===== src/rtl/arb_pkg.sv =====
// Shared types and constants for the 8-way round-robin MSB arbiter.
// Imported by the arbiter top and its encoder.
package arb_pkg;

    typedef enum logic {
        IDLE  = 1'b0,
        GRANT = 1'b1
    } state_t;

    localparam int ARB_N        = 8;
    localparam int ARB_IDX_W    = 3;
    localparam int ARB_MAX_HOLD = 16;

    // One-hot decode of an owner index.
    function automatic logic [ARB_N-1:0] idx2oh(
        input logic [ARB_IDX_W-1:0] i
    );
        logic [ARB_N-1:0] oh;
        oh    = '0;
        oh[i] = 1'b1;
        return oh;
    endfunction

endpackage


===== src/rtl/msb_enc.sv =====
// Highest-set-bit encoder for an 8-bit vector.
// idx is 0 when the vector is empty; any flags a non-empty vector.
module msb_enc
    import arb_pkg::*;
(
    input  logic [7:0] vec,
    output logic [2:0] idx,
    output logic       any
);

    assign any = |vec;

    // Highest set bit wins.
    always_comb begin
        idx = 3'd0;
        priority case (1'b1)
            vec[7]:  idx = 3'd7;
            vec[6]:  idx = 3'd6;
            vec[5]:  idx = 3'd5;
            vec[4]:  idx = 3'd4;
            vec[3]:  idx = 3'd3;
            vec[2]:  idx = 3'd2;
            vec[1]:  idx = 3'd1;
            default: idx = 3'd0;
        endcase
    end

endmodule


===== src/rtl/rr_msb_arbiter.sv =====
// Round-robin arbiter, 8 requesters, descending MSB rotation.
// Each grant is capped at MAX_HOLD cycles, then revoked with a timeout pulse.
module rr_msb_arbiter
    import arb_pkg::*;
#(
    parameter int N        = ARB_N,
    parameter int IDX_W    = ARB_IDX_W,
    parameter int MAX_HOLD = ARB_MAX_HOLD
) (
    input  logic             clock,
    input  logic             resetn,
    input  logic [N-1:0]     req,
    output logic [N-1:0]     gnt,
    output logic             gnt_valid,
    output logic [IDX_W-1:0] gnt_idx,
    output logic             timeout
);

    localparam logic [7:0] HOLD_LAST = 8'(MAX_HOLD - 1);

    state_t           state_q;
    logic [N-1:0]     gnt_q;
    logic             gnt_valid_q;
    logic [IDX_W-1:0] idx_q;
    logic [IDX_W-1:0] last_q;
    logic [7:0]       hold_q;
    logic             timeout_q;

    logic [N-1:0]     mask_w;
    logic [N-1:0]     masked_w;
    logic [IDX_W-1:0] m_idx;
    logic [IDX_W-1:0] r_idx;
    logic             m_any;
    logic             r_any;
    logic [IDX_W-1:0] win_w;
    logic             own_req_w;

    // Only indices strictly below the last winner are eligible first.
    assign mask_w   = (N'(1) << last_q) - N'(1);
    assign masked_w = req & mask_w;

    msb_enc u_enc_masked (
        .vec (masked_w),
        .idx (m_idx),
        .any (m_any)
    );

    msb_enc u_enc_req (
        .vec (req),
        .idx (r_idx),
        .any (r_any)
    );

    assign win_w     = m_any ? m_idx : r_idx;
    assign own_req_w = req[idx_q];

    // Grant FSM with registered outputs; timeout only lives for one cycle.
    always_ff @(posedge clock or negedge resetn) begin
        if (!resetn) begin
            state_q     <= IDLE;
            gnt_q       <= '0;
            gnt_valid_q <= 1'b0;
            idx_q       <= '0;
            last_q      <= '0;
            hold_q      <= '0;
            timeout_q   <= 1'b0;
        end else begin
            timeout_q <= 1'b0;
            unique case (state_q)
                IDLE: begin
                    if (r_any) begin
                        gnt_q       <= idx2oh(win_w);
                        gnt_valid_q <= 1'b1;
                        idx_q       <= win_w;
                        last_q      <= win_w;
                        hold_q      <= '0;
                        state_q     <= GRANT;
                    end else begin
                        gnt_q       <= '0;
                        gnt_valid_q <= 1'b0;
                    end
                end
                GRANT: begin
                    if (!own_req_w) begin
                        gnt_q       <= '0;
                        gnt_valid_q <= 1'b0;
                        state_q     <= IDLE;
                    end else if (hold_q == HOLD_LAST) begin
                        gnt_q       <= '0;
                        gnt_valid_q <= 1'b0;
                        timeout_q   <= 1'b1;
                        state_q     <= IDLE;
                    end else begin
                        hold_q <= hold_q + 8'd1;
                    end
                end
                default: state_q <= IDLE;
            endcase
        end
    end

    assign gnt       = gnt_q;
    assign gnt_valid = gnt_valid_q;
    assign gnt_idx   = idx_q;
    assign timeout   = timeout_q;

endmodule


===== config.mk =====
export PLATFORM = sky130hd
export DESIGN_NAME = rr_msb_arbiter
export DESIGN_NICKNAME = d
export VERILOG_FILES = /design/src/rtl/arb_pkg.sv /design/src/rtl/msb_enc.sv /design/src/rtl/rr_msb_arbiter.sv
export SDC_FILE = /design/constraint.sdc
export NUM_CORES = 1
export LEC_CHECK = 0
export BUFFER_PORTS_ARGS = -buffer_cell sky130_fd_sc_hd__buf_2
export CAP_MARGIN = 25
export CELL_PAD_IN_SITES_DETAIL_PLACEMENT = 0
export CELL_PAD_IN_SITES_GLOBAL_PLACEMENT = 1
export CORE_ASPECT_RATIO = 1.25
export CORE_UTILIZATION = 45
export DETAILED_ROUTE_END_ITERATION = 10
export PLACE_DENSITY_LB_ADDON = 0.1
export RECOVER_POWER = 100
export SETUP_SLACK_MARGIN = 0.15
export SLEW_MARGIN = 20
export SYNTH_ARGS = -nofsm -noshare
export SYNTH_HDL_FRONTEND = slang
export SYNTH_HIERARCHICAL = 1
export SYNTH_SLANG_ARGS = --single-unit

===== constraint.sdc =====
create_clock -name clock -period 4.65 [get_ports clock]
set_clock_uncertainty 0.1 [all_clocks]
set_input_delay 0.93 -clock clock [delete_from_list [all_inputs] [get_ports clock]]
set_output_delay 0.93 -clock clock [all_outputs]
set_load 0.02 [all_outputs]

* Word-level counts from Yosys, hierarchy flattened *
Index checks and enable logic that the tools add are counted.

word-level totals
  output and inout port bits = 13
  logic and storage cells = 61
  register bits after elaboration = 22

operators by class
  reductions and logical operators = 5
  shift-type cells = 1
  bitwise operators = 2
  equal/unequal tests = 5
  magnitude comparators = 3
  add/subtract/negate cells = 2
  muxes and demuxes = 37

operators with widths
  kind                                                                number
  two-way mux 8 bit                                                   6
  two-way mux 3 bit                                                   13
  one-hot mux 8 bit (2 select lines)                                  2
  OR reduction 8 bit                                                  2
  two-way mux 1 bit                                                   12
  adder 8 x 1 -> 8 bit (second input constant)                        1
  bitwise AND 8 bit                                                   1
  equality test 8 x 4 -> 1 bit (second input constant)                1
  < comparator 3 x 4 -> 1 bit (second input constant)                 2
  << shifter 1 x 3 -> 8 bit (first input constant)                    1
  subtractor 8 x 2 -> 8 bit (second input constant)                   1
  inequality test 2 bit (second input constant)                       2
  one-hot mux 1 bit (2 select lines)                                  2
  binary-select mux 1 bit (select 3 bit)                              1
  demux 1 bit (select 3 bit)                                          1
  greater-or-equal comparator 3 x 1 -> 1 bit (second input constant)  1
  inequality test 3 x 2 -> 1 bit (second input constant)              1
  AND reduction 3 bit                                                 1
  inequality test 2 x 1 -> 1 bit (second input constant)              1
  AND reduction 2 bit                                                 1
  logical AND 1 bit                                                   1
  inverter 1 bit                                                      1

* Longest topological paths before layout *
  depth after elaboration = 17
  gate-level depth with buffers = 13
  mapped depth without buffers = 12

* Hierarchy *
Netlist, hierarchy kept.

by module, submodules not included
  module          instances  area an instance (um^2)  cells each
  rr_msb_arbiter  1          1255.0                   136
  msb_enc         2          66.3                     12

* Least setup slack after synthesis *
OpenSTA, ideal clock, no wires.

  path kind = flip-flop to flip-flop
  start = register last_q[2]
  end = register gnt_q[6] (netlist: gnt[6])
  setup time = 122 ps
  arrival = 2872 ps
  cell stages (with the launch flop) = 12
  clock period less this slack = 3094 ps
  path buffers = 1
  slack = 1556 ps
  path through = dfrtp_1 clkbuf_1 or3_1 ha_1 xnor2_1 nand3_1 a21boi_0 nor2_1 nand4_1 mux2i_1 nor2_1 a32o_1

between the ends
  elaborated cells on any way between the ends = 23

RTL lines
  item                                                                                                             RTL line              text
  start: declaration                                                                                               rr_msb_arbiter.sv:25  logic [IDX_W-1:0] last_q;
  start signal: assignment                                                                                         rr_msb_arbiter.sv:75  last_q <= win_w;
  << shifter 1 x 3 -> 8 bit (*)                                                                                    rr_msb_arbiter.sv:39  assign mask_w = (N'(1) << last_q) - N'(1);
  subtractor 8 x 2 -> 8 bit (*)                                                                                    rr_msb_arbiter.sv:39
  bitwise AND 8 bit (*)                                                                                            rr_msb_arbiter.sv:40  assign masked_w = req & mask_w;
  named net masked_w[6]                                                                                            rr_msb_arbiter.sv:30  logic [N-1:0] masked_w;
  OR reduction 8 bit (*)                                                                                           msb_enc.sv:11         assign any = |vec;
  named net m_any                                                                                                  rr_msb_arbiter.sv:33  logic m_any;
  two-way mux 3 bit (*)                                                                                            rr_msb_arbiter.sv:54  assign win_w = m_any ? m_idx : r_idx;
  < comparator 3 x 4 -> 1 bit (not written as such) or greater-or-equal comparator 3 x 1 -> 1 bit (tied branches)  arb_pkg.sv:20         oh[i] = 1'b1;
  logical AND 1 bit (not written as such)                                                                          arb_pkg.sv:20
  two-way mux 1 bit (not written as such)                                                                          arb_pkg.sv:20
  demux 1 bit (select 3 bit) (*)                                                                                   arb_pkg.sv:20
  two-way mux 8 bit (*)                                                                                            rr_msb_arbiter.sv:71  if (r_any) begin
  one-hot mux 8 bit (2 select lines) (*)                                                                           rr_msb_arbiter.sv:69  unique case (state_q)
  end signal: assignment                                                                                           rr_msb_arbiter.sv:72  gnt_q <= idx2oh(win_w);
  end: declaration                                                                                                 rr_msb_arbiter.sv:22  logic [N-1:0] gnt_q;

The timed path passes the listed nets; every way through them passes the cells marked *. The select of a mux whose other input is x is not followed.
A chain may end at the register's enable or synchronous reset.

* Final worst setup path *
  start = register last_q[2]
  end = register gnt_q[2] (netlist: gnt[2])

Same word-level chain as after synthesis.

==> reports/metrics.cfg <==
[status]
outcome = finished, final reports clean

[timing]
hold_viol = 0
worst_slew_pin_slew_ns = 1.19
setup_slack_ns = 1.26
slew_headroom_pct = 20.7
max_freq_ghz = 0.295
tns_ns = 0
setup_viol = 0
slew_violations = 0
period_share_pct = 72.9
rsz0062_at_grt = no
min_period_ns = 3.39

[die]
ios = 23
core-area_um2 = 2950
rows = 22
die_x_um = 51.7
die-area_um2 = 3310
die_h_um = 64.1
start_util_pct = 47.1

[clocking]
cts_tree = done
cts-root-buf = clkbuf_4
h-tree-depth = 1
clockBufferDepth = 2
insertion_delay_ns = 0.30
ctsResizeCount = 0
path_clk_slew_ns = 0.12
clock-sinks = 22
ctsHoldBuffers = 0
cts_made_buffers = 3
cts_setup_buffers = 0

[grt]
grt_usage_pct = 21.5
gr-usage-met3_pct = 2.86
use_met2_pct = 37.2
grt_antenna_before_repair = 0
busiest_layer = met2
grt_overflow = 0
grt_pass1_wl_um = 5210
grt_pass1_vias = 1161
grtUsageMet1_pct = 26.5
grt_max_degree = 25

[drt]
postRouteAntennaNets = 0
drt_iter0_drc = 41
dr.pass1.iters = 4
wl_per_cell_um = 14.5
viasPerCell = 5.52
wl_um = 3150
drc = 0
vias = 1198

[place]
dpl_cell_area_um2 = 1500
pre_cts_ws_ns = 1.29
dp_hpwl_um = 2330
finalWeightedCongestion = 0.759
io_buffers = 22

[setup_path]
end_kind = register
crit_required_ns = 4.77
cp.arrival_ns = 3.51
crit_buf_inv = 0
crit_path_start_kind = register
critical_path_class = reg2reg
cpPeakStageDelay_ns = 0.52
startpoint = last_q[2]
crit_fanout = 13
cpLargestDelayFamily = simple AND/OR/NAND/NOR gates
slowest_stage = dfrtp_1
worstPathCellList = nand2b_1 -> or2_2 -> ha_1 -> xnor2_1 -> nand3_1 -> a21boi_0 -> nor2_1 -> nand4_1 -> mux2i_1 -> nand2_1 -> o21ai_0
reg2reg_slack_ns = 1.26
r2r-start = last_q[2]

[yosys]
synth_seq_cells = 22
synth.yosys.warnings = 6
yosys.area.top_type = dfrtp_1
synth_top_area_share_pct = 39.7
synthArstFlopShare_pct = 100
synthFlopType = dfrtp_1
seq_area_frac_synth_pct = 39.7
syn_inst = 160
synth_edf_count = 0
synth_area_leaders = dfrtp_1, nand2_1, nor2_1
netlist_area_um2 = 1390
ys_types = 45
synth.avg_cell_area_um2 = 8.67

[cells_and_area]
final_area_um2 = 1510
layout.nets = 194
drive_gt1_share_pct = 12.2
final_cell_mix = nand2_1, dfrtp_1, nor2_1
syn_to_final_growth_pct = 9.11
regArea_um2 = 551
multi_input_area_um2 = 763
n_fill_cell = 303
final_common_cell = nand2_1
insertedDiodeCount = 0

[worst_hold_path]
hold_class = reg2reg
min_from = gnt[4]

[flow_run]
maxCapViolations = 0

[pwr]
p_clk_share_pct = 11.9
power_density_nw_per_um2 = 583
p_seq_share_pct = 36.3
ir_drop_v = 0.000324
switching_share_pct = 47.9
switching_power_mw = 0.423
leakagePower_nw = 0.674
power_frac_comb_pct = 51.8
p_int_mw = 0.460

[worst reg2reg max path: stages, from the launching register on]
cell      delay [ns]
dfrtp_1         0.52
nand2b_1        0.21
or2_2           0.29
ha_1            0.28
xnor2_1         0.15
nand3_1         0.08
a21boi_0        0.42
nor2_1          0.16
nand4_1         0.19
mux2i_1         0.49
nand2_1         0.19
o21ai_0         0.23
[synthesized netlist by cell type, types with 3 or more instances]
| master | number |
|---|---|
| nand2_1 | 29 |
| o31ai_1 | 4 |
| o21ai_1 | 5 |
| o21ai_0 | 7 |
| and2_1 | 5 |
| dfrtp_1 | 22 |
| mux2i_1 | 5 |
| nand2b_1 | 6 |
| nand3_1 | 4 |
| nor2_1 | 17 |
| xnor2_1 | 3 |
| inv_1 | 5 |
| a21oi_1 | 3 |
[sequential cells by signal, indices dropped and copies added (netlist names)]
register   flops
gnt            8
hold_q         8
last_q         3
timeout        1
gnt_valid      1
state_q        1
[stage by stage]
step           util [%]  hold WS (ns)  instances  power, mW
5_1_grt            51.4         0.429        217      0.963
4_1_cts            52.3         0.404        217      0.911
2_1_floorplan         -         0.415        161      0.706
6_report           51.4         0.403        217      0.882
3_5_place_dp       51.1         0.368        213      0.802
3_3_place_gp       51.1         0.356        213      0.792
[power groups by stage]
stage,logic [mW],registers (mW),clock network (mW)
floorplan,0.370,0.336,0
global placement,0.476,0.316,0
detailed placement,0.480,0.322,0
CTS,0.483,0.318,0.110
global route,0.515,0.330,0.119
finish,0.457,0.320,0.105
[metal layers]
metal,part of all wire (%),vias up
li1,-,590
met1,44,571
met2,51,33
met3,4.2,4
met4,1.0,0
met5,0,-
[kinds of logic (layout without fill, tap and decap cells)]
kind of cell               Yosys count  count (layout)  synth area share, %
and+or+nand+nor                     75              75                 26.3
AOI/OAI and AO/OA                   34              34                 17.6
DFF                                 22              22                 39.7
buffers and inverters               13              33                 4.96
muxes                                9               9                 6.85
xor gates and xnor gates             4               4                 2.53
adders and majority gates            2               2                 1.80
other                                1               2                0.270
[layout make-up]
cell class	count	share of cell area, %
repair buffers	22	6.12
well taps	36	2.98
inverters	7	1.74
clock buffers	4	2.40
multi-input cells	126	50.4
flip-flops and latches	22	36.4
[worst paths after layout]
path	to	cells past startpoint
hold reg to reg	gnt[4]	2
setup reg to reg	gnt[2]	11
min in group asynchronous	hold_q[3]	1
setup / recovery	gnt[2]	11
hold / removal	gnt[4]	2
max in group asynchronous	gnt[2]	1
Power figures use the tool's default switching activity.
